[src/rtl/fetch_unit.sv]
// fetch_unit: instruction fetch stage. Owns the PC, issues in-order word
// requests to a variable-latency instruction memory, buffers returned words
// in a small circular queue and hands them to the datapath over valid/ready.
// Redirects flush the queue and discard responses still in flight.
module fetch_unit #(
    parameter int unsigned DEPTH    = 4,
    parameter logic [31:0] RESET_PC = 32'h00000000
) (
    input  logic        clk,
    input  logic        rst,
    output logic        imem_req_valid,
    output logic [31:0] imem_req_addr,
    input  logic        imem_req_ready,
    input  logic        imem_resp_valid,
    input  logic [31:0] imem_resp_data,
    input  logic        redirect_valid,
    input  logic [31:0] redirect_pc,
    output logic        inst_valid,
    input  logic        inst_ready,
    output logic [31:0] inst_data,
    output logic [31:0] inst_pc,
    output logic [31:0] inst_pc4
);

    localparam int unsigned PW = $clog2(DEPTH);
    localparam int unsigned CW = PW + 1;
    localparam logic [CW:0] LP_DEPTH = (CW + 1)'(DEPTH);

    logic [31:0]   r_pc;
    logic [31:0]   r_q_data [DEPTH];
    logic [31:0]   r_q_pc   [DEPTH];
    logic [PW-1:0] r_head;
    logic [PW-1:0] r_tail;
    logic [CW-1:0] r_count;
    logic [CW-1:0] r_inflight;
    logic [CW-1:0] r_drop;

    logic [CW:0]   w_credit;
    logic          w_fire;
    logic          w_resp;
    logic          w_resp_drop;
    logic          w_keep;
    logic          w_pop;
    logic [31:0]   w_rpc;
    logic [CW-1:0] w_inflight_nxt;

    // Every accepted request either sits in the queue or is still in flight,
    // so bounding their sum by DEPTH keeps the queue from overflowing.
    assign w_credit       = {1'b0, r_count} + {1'b0, r_inflight};
    assign imem_req_valid = !rst && (w_credit < LP_DEPTH);
    assign imem_req_addr  = r_pc;
    assign w_fire         = imem_req_valid && imem_req_ready;

    // A response with nothing outstanding is a memory protocol error and is ignored.
    assign w_resp         = imem_resp_valid && (r_inflight != '0);
    assign w_resp_drop    = w_resp && (r_drop != '0);
    // Responses arriving in a redirect cycle belong to the old path and are discarded.
    assign w_keep         = w_resp && (r_drop == '0) && !redirect_valid;
    assign w_pop          = inst_valid && inst_ready;

    // Responses return in order, so the oldest outstanding address is pc - 4*inflight.
    assign w_rpc          = r_pc - (32'(r_inflight) << 2);
    assign w_inflight_nxt = r_inflight + CW'(w_fire) - CW'(w_resp);

    assign inst_valid = !rst && (r_count != '0);
    assign inst_data  = inst_valid ? r_q_data[r_head] : '0;
    assign inst_pc    = inst_valid ? r_q_pc[r_head] : '0;
    assign inst_pc4   = inst_valid ? (r_q_pc[r_head] + 32'd4) : '0;

    // Queue storage: capture kept responses at the tail (no reset needed).
    always_ff @(posedge clk) begin
        if (!rst && w_keep) begin
            r_q_data[r_tail] <= imem_resp_data;
            r_q_pc[r_tail]   <= w_rpc;
        end
    end

    // Control state: PC, queue pointers/count, in-flight and drop counters.
    always_ff @(posedge clk) begin
        if (rst) begin
            r_pc       <= RESET_PC;
            r_head     <= '0;
            r_tail     <= '0;
            r_count    <= '0;
            r_inflight <= '0;
            r_drop     <= '0;
        end else begin
            r_inflight <= w_inflight_nxt;
            if (redirect_valid) begin
                // Everything still outstanding after this cycle is stale.
                r_pc    <= {redirect_pc[31:2], 2'b00};
                r_head  <= '0;
                r_tail  <= '0;
                r_count <= '0;
                r_drop  <= w_inflight_nxt;
            end else begin
                if (w_fire) begin
                    r_pc <= r_pc + 32'd4;
                end
                if (w_keep) begin
                    r_tail <= r_tail + 1'b1;
                end
                if (w_pop) begin
                    r_head <= r_head + 1'b1;
                end
                r_count <= r_count + CW'(w_keep) - CW'(w_pop);
                r_drop  <= r_drop - CW'(w_resp_drop);
            end
        end
    end

endmodule

[config.mk]
export PLATFORM = sky130hd
export DESIGN_NAME = fetch_unit
export DESIGN_NICKNAME = d
export VERILOG_FILES = /design/src/rtl/fetch_unit.sv
export SDC_FILE = /design/constraint.sdc
export NUM_CORES = 1
export LEC_CHECK = 0
export CORE_MARGIN = 1
export CORE_UTILIZATION = 50
export DETAILED_ROUTE_END_ITERATION = 10
export PLACE_DENSITY = 0.75
export SLEW_MARGIN = 15
export SYNTH_ARGS = -nofsm -noshare
export SYNTH_HDL_FRONTEND = slang
export SYNTH_SLANG_ARGS = --single-unit
[constraint.sdc]
create_clock -name clk -period 7.5 [get_ports clk]
set_input_delay 1.5 -clock clk [delete_from_list [all_inputs] [get_ports clk]]
set_output_delay 1.5 -clock clk [all_outputs]
set_load 0.02 [all_outputs]
==> results.tsv <==
stage	metric	value	unit
synthesis	distinct cell type count after synthesis	59	
synthesis	ys flop type	edfxtp_1	
synthesis	Seq/Total Area, Yosys	62.8	%
worst_setup_path	endpoint type of the worst setup path	output pin	
synthesis	Synth top area share	56.0	%
power_and_ir_drop	P_leak	5.40	nW
synthesis	post-synth top area cell	edfxtp_1	
synthesis	Async S/R FF share, synth	0	%
clock_tree	CTS sink count	293	
drt	DR iter-0 viols	617	
timing	Max Clk Rate	164	MHz
grt	GRT Residual Overflow	0	
grt	initial antenna violation count	0	
floorplan	die width	165	um
floorplan	initial core utilization	51.0	%
clock_tree	post-cts sizing count	0	
hold_path	Min-Delay Path Class	flop to flop	
run_status	outcome	completed	
synthesis	top post-synthesis cells by area	edfxtp_1 56%, mux4_2 9.5%, dfxtp_1 6.8%	
timing	hold_ws	0.541	ns
finish	Final Util	62.8	%
synthesis	Mapped Cells	908	
finish	Sequential cell area	0.00835	mm2
synthesis	synthesized area	0.0133	mm2
clock_tree	CTS Buf Count	29	
floorplan	full die area	0.0272	mm2
finish	Total Nets Final	1176	
placed_design	dpl ws	1.76	ns
floorplan	Site Rows	59	
placed_design	Post-DP Area	0.0154	mm2
worst_setup_path	Crit Path Max Fanout	46	
finish	Ant. Diodes	0	
worst_setup_path	CP Launch Type	flop	
worst_setup_path	cell family with most CP delay	simple AND/OR/NAND/NOR gates	
floorplan	num ports	200	
synthesis	Avg Inst Size Synth	14.6	um2
worst_setup_path	worst path buffer plus inverter count	1	
clock_tree	Hold Buf Count CTS	0	
worst_setup_path	worst-path cell chain	mux4_1 -> nand3_1 -> nor4_1 -> and3_1 -> mux2_2 -> clkdlybuf4s50_1	
grt	largest net degree at the start of global routing	63	
timing	Setup Skew	0.00657	ns
timing	fin crit share	81.3	%
power_and_ir_drop	total chip power	3.81	mW
grt	All-Layer GR Usage	21.2	%
synthesis	Synth top cells by count	248 x edfxtp_1, 69 x and2_1, 68 x nor2_1	
floorplan	die height	165	um
clock_tree	CTS root buffer	clkbuf_16	
grt	first-pass GRT wire length	43.7	mm
timing	worst slew pin tran	0.988	ns
drt	Detailed Route WL	28.3	mm
synthesis	Yosys Warn Count	0	
drt	DR vias	8063	
synthesis	number of synthesized flops with an enable pin	248	
grt	vias in the first global route	7977	
timing	Slew HR	33.5	%
worst_setup_path	worst path required time	6.00	ns
clock_tree	clock tree buffer depth	3	
synthesis	count leader, synth	edfxtp_1	
drt	via/cell ratio	5.59	
power_and_ir_drop	Power Dens Cells	233	mW/mm2
clock_tree	setup repair bufs after CTS	0	
power_and_ir_drop	Worst VDD drop	0.158	mV
timing	RSZ-0062 raised after global routing	false	
drt	first drt pass iteration count	5	
timing	Sum Neg Setup Slack	0	ns
finish	Layout fillers	1888	
worst_setup_path	Worst Path Class, Setup	flop to output pin	
clock_tree	H-tree depth	1	
floorplan	CORE AREA	0.0261	mm2
finish	Area Overhead vs Synth	23.1	%
job	max-cap violations	0	
finish	finished layout cell area	0.0164	mm2
finish	fraction of layout cells with a size suffix above 1	12.1	%
timing	Final Max Tran Viols	0	
placed_design	RD Place Congestion	0.855	
drt	Routed Antenna Nets	0	
finish	multi-input logic area	0.00454	mm2
clock_tree	Worst-path clk slew	0.06	ns
worst_setup_path	Crit-path slowest cell	dfxtp_4	
drt	drt drc	0	
synthesis	Seq cells post-synth	293	
placed_design	detailed placement HPWL	19.0	mm
worst_setup_path	crit path DAT	4.59	ns
timing	Tmin final	6.09	ns
placed_design	IO Port Bufs	191	
worst_setup_path	slowest stage delay, CP	0.97	ns
drt	wire per inst	19.7	um
clock_tree	CTS tree	yes	
timing	setup ws final	1.41	ns
clock_tree	clock latency on the worst-skew pair	0.53	ns
timing	final setup violating endpoints	0	
placed_design	Post-Place Cells	1390	
timing	Hold Violations, Final	0	
finish	Cell Count, Final, Fillers Out	1442	
==> metal layers <==
layer / vias up / track usage, % / wire [um]
met3: 39 / 3.40 / 1920
met4: 0 / 5.92 / 666
met1: 3923 / 29.5 / 12400
li1: 3807 / - / -
met5: - / 0 / 0
met2: 294 / 34.5 / 13400
==> power breakdown <==
part           total (mW)  leakage, nW  internal [mW]  switching, mW
sequential           1.91         2.62           1.86         0.0479
combinational       0.501         2.33          0.220          0.282
clock                1.40        0.450          0.832          0.570
total                3.81         5.40           2.91          0.899
==> cell families (layout without fill, tap and decap cells) <==
family	count (synthesis)	after routing	share of synthesized area, %
simple gates	296	296	12.5
flops	293	293	62.8
buf+inv	94	288	3.22
mux	72	72	11.5
compound gates	70	70	3.76
xor+xnor	62	62	4.08
fa+ha+maj	20	20	2.05
other cells	1	6	0.0282
==> state kept, by name, indices dropped and copies added, names as in the netlist, named ones only <==
signal         cells
imem_req_addr     30
r_count            3
r_drop             3
r_head             2
r_inflight         3
r_q_data         128
r_q_pc           120
r_tail             2
==> worst paths after layout <==
kind	start	endpoint	slack, ns	cells after the start
hold reg to reg	r_head[0]$_SDFFE_PP0P_	flop	0.54	2
setup / recovery	flop	inst_pc4[29]	1.41	6
hold / removal	r_head[0]$_SDFFE_PP0P_	flop	0.54	2
setup reg to reg	r_inflight[2]$_SDFF_PP0_	r_drop[2]$_SDFF_PP0_	4.14	12
==> cell usage in the layout, fill, tap and decap left out, types with 10 or more instances in the layout <==
cell,synthesis,routed
or4_1,11,11
nand2_1,27,27
or3_1,12,12
nor2_1,68,68
nand3_1,20,20
and2_1,69,65
dfxtp_1,45,43
a211oi_1,15,15
buf_4,7,14
mux4_2,56,56
a21oi_1,12,12
o21ai_0,12,12
nor3_1,23,23
xor2_1,27,27
clkbuf_16,0,29
ha_1,17,17
clkdlybuf4s50_1,0,191
inv_1,30,29
nor4_1,15,15
edfxtp_1,248,248
clkbuf_1,35,10
xnor2_1,35,35
nand4_1,16,16
==> layout make-up <==
cell class,count,area share [%]
flip-flops and latches,293,51.0
multi-input cells,526,27.8
clock buffers,41,4.83
repair buffers,205,12.3
well taps,335,2.56
inverters,31,0.711
clock inverters,11,0.772
==> worst min-delay path, cell delays in order (launching register included) <==
cell and delay [ns]:
dfxtp_1 0.34, xnor2_1 0.09, nor2_1 0.07
Note: power is estimated with default switching activity, not from simulation.
